$ cat src/rtl/mult_seq_nxn.sv
// rtl/mult_seq_nxn.sv - sequential shift-add WIDTHxWIDTH multiplier with start/busy/Finish handshake
module mult_seq_nxn #(
    parameter int WIDTH     = 4,
    parameter bit SIGNED_EN = 1'b1
) (
    input  logic                 clk,
    input  logic                 reset,
    input  logic                 start,
    input  logic                 mode_signed,
    input  logic [WIDTH-1:0]     A,
    input  logic [WIDTH-1:0]     B,
    output logic [2*WIDTH-1:0]   O,
    output logic                 Finish,
    output logic                 busy
);

    localparam int PW = 2 * WIDTH;
    localparam int CW = $clog2(WIDTH + 1);
    localparam logic [CW-1:0] LAST = CW'(WIDTH - 1);

    typedef enum logic [1:0] {
        IDLE = 2'd0,
        CALC = 2'd1,
        DONE = 2'd2
    } state_t;

    state_t          state;
    state_t          state_nxt;

    logic [PW-1:0]    mcand;
    logic [PW-1:0]    acc;
    logic [WIDTH-1:0] mplier;
    logic             neg;
    logic [CW-1:0]    cnt;

    logic             use_signed;
    logic [WIDTH-1:0] abs_a;
    logic [WIDTH-1:0] abs_b;
    logic             neg_in;

    // Magnitudes are WIDTH-bit unsigned, so the most negative operand still fits.
    always_comb begin
        use_signed = SIGNED_EN && mode_signed;
        abs_a      = (use_signed && A[WIDTH-1]) ? (~A + 1'b1) : A;
        abs_b      = (use_signed && B[WIDTH-1]) ? (~B + 1'b1) : B;
        neg_in     = use_signed && (A[WIDTH-1] ^ B[WIDTH-1]);
    end

    always_ff @(posedge clk) begin
        if (reset) begin
            state <= IDLE;
        end else begin
            state <= state_nxt;
        end
    end

    always_comb begin
        state_nxt = state;
        case (state)
            IDLE: if (start) state_nxt = CALC;
            CALC: if (cnt == LAST) state_nxt = DONE;
            DONE: state_nxt = IDLE;
            default: state_nxt = IDLE;
        endcase
    end

    assign busy = (state != IDLE);

    // Multiplicand is pre-widened and shifted left each step instead of a barrel shift by cnt.
    always_ff @(posedge clk) begin
        if (reset) begin
            mcand  <= '0;
            acc    <= '0;
            mplier <= '0;
            neg    <= 1'b0;
            cnt    <= '0;
            O      <= '0;
            Finish <= 1'b0;
        end else begin
            Finish <= 1'b0;
            case (state)
                IDLE: begin
                    if (start) begin
                        mcand  <= {{WIDTH{1'b0}}, abs_a};
                        mplier <= abs_b;
                        neg    <= neg_in;
                        acc    <= '0;
                        cnt    <= '0;
                    end
                end
                CALC: begin
                    if (mplier[0]) begin
                        acc <= acc + mcand;
                    end
                    mcand  <= mcand << 1;
                    mplier <= mplier >> 1;
                    cnt    <= cnt + 1'b1;
                end
                DONE: begin
                    O      <= neg ? (~acc + 1'b1) : acc;
                    Finish <= 1'b1;
                end
                default: begin
                    Finish <= 1'b0;
                end
            endcase
        end
    end

endmodule

$ cat config.mk
export PLATFORM = sky130hd
export DESIGN_NAME = mult_seq_nxn
export DESIGN_NICKNAME = d
export VERILOG_FILES = /design/src/rtl/mult_seq_nxn.sv
export SDC_FILE = /design/constraint.sdc
export NUM_CORES = 1
export LEC_CHECK = 0
export ABC_CLOCK_PERIOD_IN_PS = 2300
export CAP_MARGIN = 20
export CORE_ASPECT_RATIO = 0.5
export CORE_MARGIN = 3
export CORE_UTILIZATION = 38
export DETAILED_ROUTE_END_ITERATION = 6
export PLACE_DENSITY = 0.57
export SETUP_SLACK_MARGIN = 0.2
export SLEW_MARGIN = 30
export SYNTH_ARGS = -nofsm -noshare
export SYNTH_HDL_FRONTEND = slang
export SYNTH_SLANG_ARGS = --single-unit
$ cat constraint.sdc
create_clock -name clk -period 2.3 [get_ports clk]
set_clock_uncertainty 0.05 [all_clocks]
set_input_delay 0.23 -clock clk [delete_from_list [all_inputs] [get_ports clk]]
set_output_delay 0.23 -clock clk [all_outputs]
set_load 0.05 [all_outputs]
Word-level counts from Yosys, hierarchy flattened
Index checks and enable logic that the tools add are counted.
- flip-flop bits (word level): 35
- input port bits: 12
- add/subtract/negate cells: 5
- equality and inequality tests: 6
- muxes and demuxes: 16
- bitwise logic cells: 4
- reductions and logical operators: 10
- operator list (kind ; count):
    two-way mux 8 bit ; 4
    one-hot mux 8 bit (2 select lines) ; 2
    two-way mux 4 bit ; 3
    adder 4 x 1 -> 4 bit (second input constant) ; 2
    adder 8 x 1 -> 8 bit (second input constant) ; 1
    adder 8 bit ; 1
    NOT 4 bit ; 2
    NOT 8 bit ; 1
    one-hot mux 4 bit (2 select lines) ; 1
    inequality test 2 bit (second input constant) ; 3
    one-hot mux 3 bit (2 select lines) ; 1
    AND reduction 2 bit ; 3
    two-way mux 2 bit ; 2
    one-hot mux 2 bit (2 select lines) ; 1
    nonzero test 2 bit ; 2
    adder 3 x 1 -> 3 bit (second input constant) ; 1
    == test 3 x 2 -> 1 bit (second input constant) ; 1
    logical AND 1 bit ; 3
    two-way mux 3 bit ; 1
    AND reduction 3 bit ; 1
    == test 2 x 1 -> 1 bit (second input constant) ; 1
    == test 2 bit (second input constant) ; 1
    zero test 2 bit ; 1
    two-way mux 1 bit ; 1
    bitwise XOR 1 bit ; 1

Longest topological paths before layout
- depth in word-level cells: 5
- mapped depth: 7
- depth with buffers taken out: 7

Worst setup path before layout
No wires, ideal clock.
- path kind: register to register
- from: reg acc[1]
- to: reg acc[7]
- library setup time: 123 ps
- arrival: 1861 ps
- required time: 2127 ps
- setup slack: 266 ps
- cell stages (with the launch flop): 7
- buffers on the path: 0
- clock period less this slack: 2034 ps
- cell sequence: dfxtp_1 -> ha_1 -> a211oi_2 -> nor3_1 -> or4_1 -> nand3_1 -> mux2_1
- cells in the longest elaborated chain, start to end: 3
- ends and longest elaborated chain (element ; line ; RTL):
    from (decl) ; 31 ; logic [PW-1:0] acc;
    from (signal assigned) ; 93 ; acc <= acc + mcand;
    adder 8 bit ; 93 ;
    two-way mux 8 bit ; 92 ; if (mplier[0]) begin
    one-hot mux 8 bit (2 select lines) ; 81 ; case (state)
Every way passes these cells. The select of a mux whose other input is x is not followed.
A chain may end at the register's enable or synchronous reset.

Worst setup path after layout
- from: reg mcand[1]
- to: reg acc[7]
- cells in the longest elaborated chain, start to end: 3
- ends and longest elaborated chain (element ; line ; RTL):
    from (decl) ; 30 ; logic [PW-1:0] mcand;
    from (signal assigned) ; 84 ; mcand <= {{WIDTH{1'b0}}, abs_a};
    from (signal assigned) ; 95 ; mcand <= mcand << 1;
    adder 8 bit ; 93 ;
    two-way mux 8 bit ; 92 ;
    one-hot mux 8 bit (2 select lines) ; 81 ;
Every way passes these cells. The select of a mux whose other input is x is not followed.

==> results by group <==
Run status
  • Status: completed

Place
  • Pre-CTS setup slack: 0.1177 ns
  • Final Wtd Congestion: between 0.8 and 0.9
  • Dpl cell area: 2147 um2
  • Hpwl dp: roughly 2.9 mm
  • Buffers on Ports: 21

Clock tree
  • CTS H-tree depth: 2
  • Clock Path Buffers: 2
  • CTS root buffer: clkbuf_8
  • Clock-pin slew on the worst setup and hold paths: 0.07 ns
  • Hold-fix buffers at CTS: 0
  • Worst skew pair latency: between 0.2 and 0.3 ns
  • CTS sink count: 35
  • Cts bufs inserted: 5
  • CTS tree: done

Global route
  • Gr busiest metal: met2
  • GR Util All Layers: between 10% and 20%
  • Antenna violations before repair: 0
  • GRT met1 Usage: between 10% and 20%
  • Met2 Usage GRT: 20.60%
  • Met3 Usage GRT: 3.851%
  • First-pass GRT wire length: 6.334 mm
  • Grt total ovfl: 0
  • Vias in the first global route: between 1000 and 1500
  • Largest net degree at the start of global routing: 20

STA
  • Unrepaired setup endpoints after global routing: false
  • Final hold vios: 0
  • Slew Limit Headroom: 66.74%
  • Max Transition Viols Final: 0
  • Final min period: roughly 2.0 ns
  • Worst-Margin Slew: slightly below 0.5 ns
  • Fmax: a little under 500 MHz
  • Number of setup violations in the final report: 0
  • Final Cycle Share: roughly 88%
  • Final setup TNS: 0 ns
  • Final WS setup: 0.2836 ns

Worst hold path
  • Hold Path Origin: mplier[3]
  • Hold Path Sink: mplier[2]
  • Hold path cells: 2
  • HP Class: flop to flop

Layout
  • Area growth from synthesis to layout: 22.19%
  • Diodes inserted: 0
  • Area occupied by multi-input gates: approximately 1100 um2
  • Layout cell share with drive strength beyond 1: between 10% and 20%
  • Non-Filler Cell Area, Final: ~2300 um2
  • Net count, final: 271
  • FF+latch area: 709.4 um2
  • FILL cells: between 400 and 500

Logic synthesis
  • Top FF cell, synth: dfxtp_1
  • Synthesized area: approximately 1900 um2
  • Seq/Total Area, Yosys: a little under two fifths
  • Number of enable flip-flop cells after synthesis: 0
  • Top post-synthesis cells by count: dfxtp_1, nor2_1, a21oi_1
  • Synth Instances: about 220
  • Count of cell types in the netlist: 38
  • Syn Nets: 248
  • Ys Warns: 0
  • Syn avg cell area: between 8 and 9 um2
  • Most common cell in the netlist: dfxtp_1
  • Yosys reg bits: 35
  • Post-synth top area share: approximately 38%
  • Async SR Flop Fraction: 0%
  • Largest cells by area after synthesis: dfxtp_1, ha_1, nor2_1
  • Cell type with the largest total area after synthesis: dfxtp_1

Power
  • Max VDD drop: 0.1869 mV
  • Clk pwr share: between 30% and 40%
  • Overall Power: 0.001194 W
  • P_leak: 0.8691 nW
  • Psw: approximately 0.00030 W
  • Internal power: between 0.0008 and 0.0009 W
  • Sequential power share: 53.1%
  • Power per cell area: about 530 nW/um2
  • Gate power share: approximately an eighth
  • Sw Ratio: 25.34%

Worst setup path
  • Setup crit start: mcand[1]
  • Reg2reg start: mcand[1]
  • Worst Path Max Fanout: 4
  • R2R setup slack: ~0.28 ns
  • Setup crit start kind: flop
  • Worst Path Required: approximately 2.4 ns
  • Setup CP Type: flop to flop
  • R2R Path End: acc[7]
  • CP Capture Type: flop
  • Worst reg-to-reg path cell count: 6
  • Critical Path AT: 2.13 ns

Detailed routing
  • DRT Wirelength: between 3 and 4 mm
  • # DRC: 0
  • Via count: approximately 1600
  • Drt via density: ~5.0
  • Wirelength per Cell: 12.13 um
  • Post-DRT Antenna Nets: 0
  • DR iter-0 viols: a little under 60
  • First-pass iteration count of the detailed router: 4

Die
  • Core box area: about 4600 um2
  • I/O pins: 22
  • Chip width: approximately 100 um
  • Die area: just under 6000 um2
  • # rows: 17
  • Initial Utilization: 40.87%
  • Die height: roughly 55 um

Flow run
  • Max-cap violations: 0
==> area by class of cell <==
class / count / share of cell area (%)
clock buffers: 7 / 3.357
multi-input cells: 168 / 48.71
inverters: 8 / 1.321
clock inverters: 1 / 0.2201
well taps: 66 / 3.632
repair buffers: 28 / 11.56
flip-flops and latches: 35 / 31.21
==> state kept, by name, summed over array words and instances (netlist names) <==
name	cells
neg	1
acc	8
mcand	8
Finish	1
cnt	3
state	2
mplier	4
O	8
==> metal layers <==
layer	part of all wire [%]	wire length, um	vias up
met2	42	1586	30
met4	0.37	14	0
met5	0	0	-
met3	4.3	163	2
li1	-	-	838
met1	54	2033	697
==> cells in the final DEF, fill, tap and decap left out, types with 8 or more instances in the layout <==
cell type | Yosys | routed
clkdlybuf4s50_1 | 0 | 21
ha_1 | 12 | 10
xor2_1 | 9 | 9
nand3_1 | 16 | 16
nor2_1 | 27 | 27
a211oi_1 | 8 | 8
inv_1 | 8 | 8
nand2_1 | 19 | 19
dfxtp_1 | 35 | 32
a21oi_1 | 20 | 18
==> how the worst max path moves through the flow <==
stage	end	slack, ns	depth (start not counted)
CTS	acc[7]	0.23	6
floorplan	acc[7]	0.27	6
finish	acc[7]	0.28	6
global route	acc[7]	0.19	6
global placement	acc[7]	0.18	6
detailed placement	acc[7]	0.12	6
==> logic make-up after synthesis <==
kind of cell,Yosys count,share of synthesized area [%]
AND/OR/NAND/NOR,85,22.39
AO/OA/AOI/OAI,55,19.10
flip-flops,35,37.66
buffers and inverters,20,4.371
adder cells (fa/ha/maj),13,9.146
XOR/XNOR,12,5.649
multiplexers,3,1.681
==> repair_timing <==
item | 4_1_cts | 5_1_grt
buffers inserted | 0 | 1
pin swaps | 1 | 2
resized for setup | 3 | 8
endpoints found under the setup margin | 1 | 2
==> worst max-delay path: stages, from the launching register on <==
cell      delay (ns)
dfxtp_4         0.37
ha_4            0.24
a211oi_2        0.26
nor3_1          0.10
or4_1           0.46
nand3_1         0.10
mux2_1          0.31
==> power groups by stage <==
stage,registers [W],logic (W),clock network [W]
5_1_grt,0.000636,0.000161,0.000466
4_1_cts,0.000634,0.000141,0.000435
3_5_place_dp,0.000648,0.000141,0
3_3_place_gp,0.000647,0.000139,0
2_1_floorplan,0.000644,0.0000899,0
6_report,0.000634,0.000143,0.000418
==> per-stage QoR <==
stage	utilization, %	instances	hold WS, ns
6_report	49.95	313	0.4157
5_1_grt	49.95	313	0.4476
4_1_cts	49.09	312	0.4193
3_5_place_dp	47.17	304	0.4097
3_3_place_gp	47.17	304	0.4039
2_1_floorplan	-	223	0.3160
Note: power is estimated with default switching activity, not from simulation.
